### src/rtl/fifo_reader.sv
// Burst reader: pops burst_len words from a first-word fall-through FIFO and
// presents them downstream through a 2-entry skid buffer with valid/ready.
module fifo_reader #(
    parameter int WIDTH = 32,
    parameter int LEN_W = 8
) (
    input  logic             clk,
    input  logic             reset,
    input  logic             start,
    input  logic [LEN_W-1:0] burst_len,
    input  logic             fifo_empty,
    input  logic [WIDTH-1:0] data_out,
    output logic             r_ready,
    output logic             m_valid,
    input  logic             m_ready,
    output logic [WIDTH-1:0] m_data,
    output logic             m_last,
    output logic             busy,
    output logic             done
);

    typedef enum logic [1:0] {IDLE, RUN, FLUSH} state_t;

    state_t           state, state_nxt;
    logic [LEN_W-1:0] fetch_left, fetch_nxt;
    logic [LEN_W-1:0] sent_left, sent_nxt;
    logic [WIDTH-1:0] skid [2];
    logic             wr_ptr, rd_ptr;
    logic [1:0]       count;
    logic             pop, xfer, done_nxt;

    assign m_valid = (count != 2'd0);
    assign m_data  = skid[rd_ptr];
    assign m_last  = m_valid && (sent_left == LEN_W'(1));
    assign xfer    = m_valid && m_ready;
    assign busy    = (state != IDLE);

    // A full buffer may still accept a word when the head leaves on the same edge.
    assign r_ready = (state == RUN) && !fifo_empty && (fetch_left != '0) &&
                     ((count < 2'd2) || xfer);
    assign pop     = r_ready;

    always_comb begin
        state_nxt = state;
        fetch_nxt = fetch_left;
        sent_nxt  = sent_left;
        done_nxt  = 1'b0;
        case (state)
            IDLE: begin
                if (start) begin
                    if (burst_len != '0) begin
                        fetch_nxt = burst_len;
                        sent_nxt  = burst_len;
                        state_nxt = RUN;
                    end else begin
                        done_nxt = 1'b1;
                    end
                end
            end
            RUN: begin
                if (pop) begin
                    fetch_nxt = fetch_left - LEN_W'(1);
                    if (fetch_left == LEN_W'(1)) state_nxt = FLUSH;
                end
            end
            FLUSH: begin
                if (xfer && (sent_left == LEN_W'(1))) begin
                    state_nxt = IDLE;
                    done_nxt  = 1'b1;
                end
            end
            default: state_nxt = IDLE;
        endcase
        if (xfer) sent_nxt = sent_left - LEN_W'(1);
    end

    always_ff @(posedge clk or negedge reset) begin
        if (!reset) begin
            state      <= IDLE;
            fetch_left <= '0;
            sent_left  <= '0;
            done       <= 1'b0;
            wr_ptr     <= 1'b0;
            rd_ptr     <= 1'b0;
            count      <= 2'd0;
            skid[0]    <= '0;
            skid[1]    <= '0;
        end else begin
            state      <= state_nxt;
            fetch_left <= fetch_nxt;
            sent_left  <= sent_nxt;
            done       <= done_nxt;
            if (pop) begin
                skid[wr_ptr] <= data_out;
                wr_ptr       <= ~wr_ptr;
            end
            if (xfer) rd_ptr <= ~rd_ptr;
            case ({pop, xfer})
                2'b10:   count <= count + 2'd1;
                2'b01:   count <= count - 2'd1;
                default: count <= count;
            endcase
        end
    end

endmodule

### config.mk
export PLATFORM = sky130hd
export DESIGN_NAME = fifo_reader
export DESIGN_NICKNAME = d
export VERILOG_FILES = /design/src/rtl/fifo_reader.sv
export SDC_FILE = /design/constraint.sdc
export NUM_CORES = 1
export LEC_CHECK = 0
export BUFFER_PORTS_ARGS = -buffer_cell sky130_fd_sc_hd__buf_4
export CAP_MARGIN = 20
export CORE_MARGIN = 2
export CORE_UTILIZATION = 40
export CTS_BUF_LIST = sky130_fd_sc_hd__clkbuf_16
export CTS_CLUSTER_SIZE = 16
export DETAILED_ROUTE_END_ITERATION = 10
export SYNTH_ARGS = -nofsm -noshare
export SYNTH_HDL_FRONTEND = slang
export SYNTH_SLANG_ARGS = --single-unit
### constraint.sdc
create_clock -name clk -period 2.4 [get_ports clk]
set_clock_uncertainty 0.1 [all_clocks]
set_input_delay 0.48 -clock clk [delete_from_list [all_inputs] [get_ports clk]]
set_output_delay 0.48 -clock clk [all_outputs]
set_load 0.01 [all_outputs]
==> results.json, run 1 <==
{
  "status": "complete, no violations",
  "grt_util_all_layers_pct": 17.7,
  "synth_ff_type": "dfrtp_1",
  "hold_viol": 0,
  "p_leak_nw": 2.61,
  "synth_compound_area_share_pct": 8.07,
  "tightest_slew_ns": 0.631,
  "area_delta_synth_final_pct": 31.3,
  "worstPathRequired_ns": 1.82,
  "syn-num-nets": 375,
  "wl_met2_mm": 4.40,
  "netlist_area_um2": 4310,
  "synth.avg_cell_area_um2": 13.3,
  "post_synth_xor_area_fraction_pct": 1.02,
  "maxCapViolCount": 0,
  "seq_area_frac_synth_pct": 50.5,
  "dieArea_um2": 11600,
  "max_freq_ghz": 0.419,
  "cts_made_buffers": 9,
  "coreArea_um2": 10400,
  "root_buffer": "clkbuf_16",
  "rsz0062_at_grt": "yes",
  "dpl.cell_count": 550,
  "top_layer": "met4",
  "cp-start-kind": "register",
  "gp_congestion": 0.818,
  "crit_type": "reg -> out",
  "top_level_ports": 82,
  "path_buf_inv": 4,
  "die_w_um": 108,
  "crit_chain": "inv_2 > ha_4 > nor3b_4 > a2111o_1 > inv_4 > buf_6 > buf_6",
  "final_common_cell": "buf_4",
  "cpMostUsedCell": "buf_6",
  "crit_path_start": "fetch_left[1]",
  "port_buffers": 81,
  "min_period_ns": 2.39,
  "insertedDiodeCount": 0,
  "first_global_vias": 3099,
  "instances_no_fill": 577,
  "cellPowerDensity_nw_per_um2": 1400,
  "maxSlewViolCount": 0,
  "insertion_delay_ns": 0.34,
  "rows": 37,
  "h-tree-depth": 3,
  "start_util_pct": 41.4,
  "slew_headroom_pct": 57.6,
  "yosys_warnings": 0,
  "synthArstFlopShare_pct": 100,
  "routed-wl-met3_um": 491,
  "worstReg2RegStart": "fetch_left[1]",
  "utilization_pct": 54.4,
  "cp-end-kind": "primary output",
  "min_path_type": "in -> async",
  "via_per_inst": 5.19,
  "nets": 486,
  "die_y_um": 108,
  "synth_edf_count": 0,
  "synth-seq-cells": 87,
  "drt-pass1-iter-count": 4,
  "yosys.area_share.simple_pct": 7.05,
  "grt-ovfl-total": 0,
  "fin_crit_sh_pct": 99.4,
  "antenna_left": 0,
  "syn_inst": 325,
  "drcViolationCount": 0,
  "vias": 2997,
  "clockBufferDepth": 2,
  "cts_tree": "built",
  "rrSetupSlack_ns": 0.08,
  "slowest_stage": "a2111o_1",
  "synth_adder_area_share_pct": 1.45,
  "drive_gt1_share_pct": 54.6,
  "wl_per_cell_um": 16.4,
  "synth_top_family_by_area": "multiplexers",
  "clock-sinks": 87,
  "grt_max_degree": 43,
  "critical_path.top_delay_family": "compound AO/OA/AOI/OAI gates",
  "drt-met1-wl_mm": 4.42,
  "grt_pass1_wl_mm": 15.9,
  "muxShareOfSynthArea_pct": 28.4,
  "ys_types": 48,
  "final_cell_mix": "buf_4, dfrtp_1, mux2_2, mux2_4",
  "antenna_found_initial": 0,
  "rr_worst_depth": 10,
  "wirelength_mm": 9.49,
  "cp_max_fo": 3,
  "cpPeakStageDelay_ns": 0.48,
  "ir_drop_mv": 0.563,
  "clkTransAtPathRegs_ns": 0.07,
  "finalSetupViolCount": 0,
  "arrival_ns": 1.81,
  "ctsHoldBuffers": 0,
  "dp_hpwl_mm": 6.56,
  "drt_iter0_drc": 122,
  "r2r_end": "skid[29]"
}
## layout make-up
type	count	area (um2)
flip-flops and latches	87	2180
clock buffers	9	225
multi-input cells	212	2030
repair buffers	117	977
clock inverters	7	46.3
well taps	136	170
fillers	905	4750
inverters	9	36.3
## cells in the mapped netlist, types with 4 or more instances
master | number | area (um2)
a31oi_1 | 4 | 25.0
a221o_1 | 4 | 40.0
inv_1 | 8 | 30.0
or4_1 | 4 | 30.0
mux2_2 | 66 | 743
o21ai_0 | 6 | 30.0
nor4_1 | 7 | 43.8
nor2_1 | 16 | 60.1
ha_1 | 5 | 62.6
a21oi_1 | 16 | 80.1
clkbuf_1 | 7 | 26.3
dfrtp_1 | 87 | 2180
mux2_4 | 30 | 450
xnor2_1 | 4 | 35.0
buf_6 | 5 | 56.3
## power by group
| group | internal [W] | switching (W) | leakage (nW) |
|---|---|---|---|
| Clock | 0.000702 | 0.000586 | 0.126 |
| Sequential | 0.00220 | 0.000476 | 1.03 |
| Combinational | 0.00240 | 0.00158 | 1.46 |
| Total | 0.00531 | 0.00264 | 2.61 |
## cell families after synthesis
logic type / after synthesis
AOI/OAI and AO/OA: 51
xor gates and xnor gates: 5
and+or+nand+nor: 52
adders and majority gates: 5
DFF: 87
muxes: 99
buffers and inverters: 26
## per-layer routing
metal / vias up / global-route usage, %
li1: 1412 / -
met1: 1488 / 24.6
met2: 85 / 27.3
met3: 12 / 4.30
met4: 0 / 5.86
met5: - / 0
## timing repair
item                                    4_1_cts  5_1_grt
endpoints found under the setup margin        2        2
pin swaps                                     3        4
gates resized for setup                       8        4
buffers inserted                              6        5
## worst max-delay path by stage
stage / end / slack [ns] / cells past startpoint
after floorplan: skid[34] / 0.17 / 8
after detailed placement: count[1] / 0.08 / 8
final: r_ready / 0.01 / 7
after global routing: r_ready / -0.03 / 7
after CTS: r_ready / 0.01 / 7
after global placement: count[1] / 0.14 / 9
## flip-flops by register name (all words and copies together), names as in the netlist
register    flops
rd_ptr          1
count           2
wr_ptr          1
fetch_left      8
sent_left       8
done            1
skid           64
state           2
## metrics by stage
step	power [W]	TNS [ns]	hold WS, ns	area, um2	worst slack, ns
floorplan	0.00510	0	0.0844	4310	0.174
global placement	0.00645	0	0.373	5250	0.144
detailed placement	0.00654	0	0.380	5250	0.0849
CTS	0.00798	0	0.0520	5610	0.0149
global route	0.00853	-0.0513	0.0665	5660	-0.0347
finish	0.00794	0	0.0374	5660	0.0143
(Power assumes the default switching activity.)
==> run 2, diff against run 1 <==
- ABC_AREA: not set -> 0
- BUFFER_PORTS_ARGS: -buffer_cell sky130_fd_sc_hd__buf_4 -> -buffer_cell sky130_fd_sc_hd__buf_2
==> results.json, run 2 (synthesis results as in run 1) <==
{
  "drt-met1-wl_mm": 4.48,
  "cellPowerDensity_nw_per_um2": 1440,
  "cts_made_buffers": 9,
  "rows": 37,
  "wl_met2_mm": 4.40,
  "fin_crit_sh_pct": 98.1,
  "routed-wl-met3_um": 475,
  "wl_per_cell_um": 16.6,
  "hold_ws_ns": 0.0233,
  "vias": 2978,
  "dieArea_um2": 11600,
  "worstReg2RegStart": "fetch_left[1]",
  "die_w_um": 108,
  "reg_top3": "skid: 64 flops, fetch_left: 8 flops, sent_left: 8 flops",
  "grt_pass1_wl_mm": 15.8,
  "area_delta_synth_final_pct": 26.6,
  "instances_no_fill": 573,
  "post-route-cell-area_um2": 5460,
  "nets": 482,
  "cp-end-kind": "primary output",
  "drt_iter0_drc": 154,
  "dpl.cell_count": 549,
  "root_buffer": "clkbuf_16",
  "clockBufferDepth": 2,
  "drive_gt1_share_pct": 54.7,
  "rr_worst_depth": 9,
  "hold_viol": 0,
  "status": "complete, no violations",
  "place_area_um2": 5030,
  "finalSetupViolCount": 0,
  "maxCapViolCount": 0,
  "coreArea_um2": 10400,
  "finalPower_w": 0.00787,
  "cts_tree": "built",
  "wirelength_mm": 9.52,
  "clkTransAtPathRegs_ns": 0.06,
  "grt_max_degree": 42,
  "tightest_slew_ns": 0.672,
  "insertedDiodeCount": 0,
  "top_level_ports": 82,
  "maxSlewViolCount": 0,
  "arrival_ns": 1.78,
  "min_period_ns": 2.36,
  "worstPathRequired_ns": 1.82,
  "drt-pass1-iter-count": 4,
  "utilization_pct": 52.4,
  "top_layer": "met4",
  "gp_congestion": 0.845,
  "drcViolationCount": 0,
  "ir_drop_mv": 0.521,
  "final_common_cell": "dfrtp_1",
  "largest_register": "skid",
  "cp_max_fo": 4,
  "first_global_vias": 3130,
  "rsz0062_at_grt": "yes",
  "antenna_found_initial": 0,
  "cp-start-kind": "register",
  "r2r_end": "count[1]",
  "insertion_delay_ns": 0.34,
  "slew_headroom_pct": 54.8,
  "h-tree-depth": 3,
  "final_cell_mix": "dfrtp_1, buf_2, mux2_2, mux2_4, buf_4",
  "antenna_left": 0,
  "start_util_pct": 41.4,
  "die_y_um": 108,
  "max_freq_ghz": 0.425,
  "clock-sinks": 87,
  "min_path_type": "in -> async",
  "grt_util_all_layers_pct": 17.7,
  "port_buffers": 81,
  "rrSetupSlack_ns": 0.07,
  "dp_hpwl_mm": 6.59,
  "crit_type": "reg -> out",
  "grt-ovfl-total": 0,
  "via_per_inst": 5.20,
  "fill_cells": 884,
  "p_leak_nw": 2.55,
  "largest_reg_flops": 64
}
-- run 2: changes by cell type in the layout (fill, tap and decap cells not counted), moves of 2 or more --
cell / change
buf_4: -80
buf_6: -2
bufinv_16: +2
clkinv_1: -2
buf_2: +79
-- run 2: metal layers --
layer | up-vias | GRT usage, %
li1 | 1405 | -
met2 | 77 | 27.4
met5 | - | 0
met3 | 10 | 3.39
met4 | 0 | 6.96
met1 | 1486 | 24.3
-- run 2: layout make-up --
class                   count  area (um2)  share of cell area (%)
well taps                 136         170                    3.12
multi-input cells         212        2030                    37.2
flip-flops and latches     87        2180                    39.9
clock buffers               9         225                    4.13
repair buffers            113         729                    13.4
inverters                   9        36.3                   0.665
clock inverters             7        88.8                    1.63
-- run 2: per-stage QoR --
stage / setup slack, ns / setup TNS, ns
4_1_cts: 0.0229 / 0
5_1_grt: -0.0208 / -0.0512
3_3_place_gp: 0.138 / 0
2_1_floorplan: 0.174 / 0
6_report: 0.0447 / 0
3_5_place_dp: 0.0410 / 0
-- run 2: worst max path at each step --
stage | to | cells after the start | start
floorplan | skid[34] | 8 | fetch_left[0]
global placement | count[1] | 9 | fetch_left[1]
detailed placement | count[1] | 8 | fetch_left[1]
CTS | r_ready | 6 | fetch_left[1]
global route | count[1] | 10 | fetch_left[1]
finish | r_ready | 6 | fetch_left[1]
-- run 2: critical path, cell delays in order, from the launching register on --
cell and delay [ns]:
dfrtp_1 0.37, inv_2 0.07, ha_4 0.16, nor3b_4 0.15, a2111o_1 0.48, inv_4 0.11, buf_6 0.10
-- run 2: repair_timing --
item,4_1_cts,5_1_grt
hold buffers,0,0
pin swaps,2,2
resized for setup,5,6
buffers inserted,3,6
endpoints found under the setup margin,2,3
-- run 2: report_power, final --
group	internal, W	switching, W	leakage (nW)	total, W
clock	0.000904	0.000573	0.154	0.00148
combinational	0.00214	0.00155	1.37	0.00369
sequential	0.00220	0.000503	1.03	0.00270
total	0.00525	0.00263	2.55	0.00787
==> run 3, diff against run 2 <==
- HOLD_SLACK_MARGIN: not set -> 0.12
==> results.json, run 3 (synthesis results as in run 1) <==
{
  "wirelength_mm": 9.50,
  "cts_tree": "built",
  "largest_register": "skid",
  "maxCapViolCount": 0,
  "min_path_type": "in -> reg",
  "setup_tns_ns": 0,
  "start_util_pct": 41.4,
  "final_cell_mix": "dfrtp_1, buf_2, mux2_2, mux2_4, buf_4",
  "antenna_found_initial": 0,
  "routed-wl-met3_um": 488,
  "grt-ovfl-total": 0,
  "slew_headroom_pct": 54.3,
  "hold_depth": 2,
  "final_common_cell": "dfrtp_1",
  "coreArea_um2": 10400,
  "nets": 483,
  "largest_reg_flops": 64,
  "wl_met2_mm": 4.37,
  "gp_congestion": 0.845,
  "cp-start-kind": "register",
  "grt_util_all_layers_pct": 17.7,
  "hold_viol": 0,
  "min_period_ns": 2.36,
  "fin_crit_sh_pct": 98.2,
  "clkTransAtPathRegs_ns": 0.07,
  "arrival_ns": 1.78,
  "clock-sinks": 87,
  "rsz0062_at_grt": "yes",
  "maxSlewViolCount": 0,
  "cellPowerDensity_nw_per_um2": 1440,
  "top_level_ports": 82,
  "port_buffers": 81,
  "utilization_pct": 52.5,
  "cp-end-kind": "primary output",
  "clockBufferDepth": 2,
  "worstReg2RegStart": "fetch_left[1]",
  "wl_per_cell_um": 16.6,
  "status": "complete, no violations",
  "grt_pass1_wl_mm": 15.8,
  "max_freq_ghz": 0.424,
  "insertedDiodeCount": 0,
  "crit_type": "reg -> out",
  "drive_gt1_share_pct": 54.6,
  "first_global_vias": 3130,
  "rr_worst_depth": 9,
  "tightest_slew_ns": 0.680,
  "drt_iter0_drc": 123,
  "area_delta_synth_final_pct": 26.8,
  "dieArea_um2": 11600,
  "instances_no_fill": 574,
  "drt-pass1-iter-count": 4,
  "finalSetupViolCount": 0,
  "rrSetupSlack_ns": 0.07,
  "ir_drop_mv": 0.521,
  "cp_max_fo": 4,
  "hp-start": "data_out[22]",
  "root_buffer": "clkbuf_16",
  "h-tree-depth": 3,
  "die_y_um": 108,
  "antenna_left": 0,
  "reg_top3": "skid: 64 flops, fetch_left: 8 flops, sent_left: 8 flops",
  "p_leak_nw": 2.55,
  "r2r_end": "count[1]",
  "dp_hpwl_mm": 6.59,
  "vias": 2983,
  "insertion_delay_ns": 0.34,
  "die_w_um": 108,
  "drt-met1-wl_mm": 4.49,
  "min_to": "skid[22]",
  "dpl.cell_count": 549,
  "drcViolationCount": 0,
  "rows": 37,
  "cts_made_buffers": 9,
  "via_per_inst": 5.20,
  "grt_max_degree": 42,
  "worstPathRequired_ns": 1.82,
  "top_layer": "met4"
}
-- run 3: cell types whose count changed in the layout (fill, tap and decap cells not counted), sizes merged --
cell         delta
dlygate4sd3     +1
-- run 3: worst max path at each step --
stage / start / endpoint / slack (ns)
after detailed placement: fetch_left[1] / count[1] / 0.04
final: fetch_left[1] / r_ready / 0.04
after floorplan: fetch_left[0] / skid[34] / 0.17
after CTS: fetch_left[1] / r_ready / 0.02
after global routing: fetch_left[1] / count[1] / -0.02
after global placement: fetch_left[1] / count[1] / 0.14
-- run 3: per-layer routing --
layer | up-vias | track usage (%)
met5 | - | 0
met4 | 0 | 6.96
met3 | 10 | 3.39
met2 | 79 | 27.4
met1 | 1489 | 24.3
li1 | 1405 | -
-- run 3: area by class of cell --
cell class              instances  area, um2
clock buffers                   9        225
clock inverters                 7       88.8
fillers                       883       4950
inverters                       9       36.3
multi-input cells             212       2030
flip-flops and latches         87       2180
well taps                     136        170
repair buffers                114        739
-- run 3: power breakdown --
group,total [W],switching [W],internal (W)
Clock,0.00148,0.000571,0.000904
Sequential,0.00270,0.000504,0.00220
Combinational,0.00370,0.00155,0.00214
Total,0.00788,0.00263,0.00525
-- run 3: repair_timing --
item / 4_1_cts / 5_1_grt
buffers inserted: 3 / 6
hold buffers: 1 / 0
gates resized for setup: 5 / 6
endpoints found under the hold margin: 39 / 0
pin swaps: 2 / 2
endpoints found under the setup margin: 2 / 3
-- run 3: stage by stage --
stage	worst slack, ns	hold slack [ns]	area, um2	power (W)
final	0.0440	0.280	5470	0.00788
after global routing	-0.0208	0.280	5470	0.00843
after CTS	0.0229	0.264	5400	0.00785
after detailed placement	0.0410	0.390	5030	0.00627
after global placement	0.138	0.372	5030	0.00616
after floorplan	0.174	0.0844	4310	0.00510
-- run 3: worst max-delay path, cell delays in order (launching register included) --
cell	delay [ns]
dfrtp_1	0.37
inv_2	0.07
ha_4	0.16
nor3b_4	0.15
a2111o_1	0.48
inv_4	0.11
buf_6	0.10
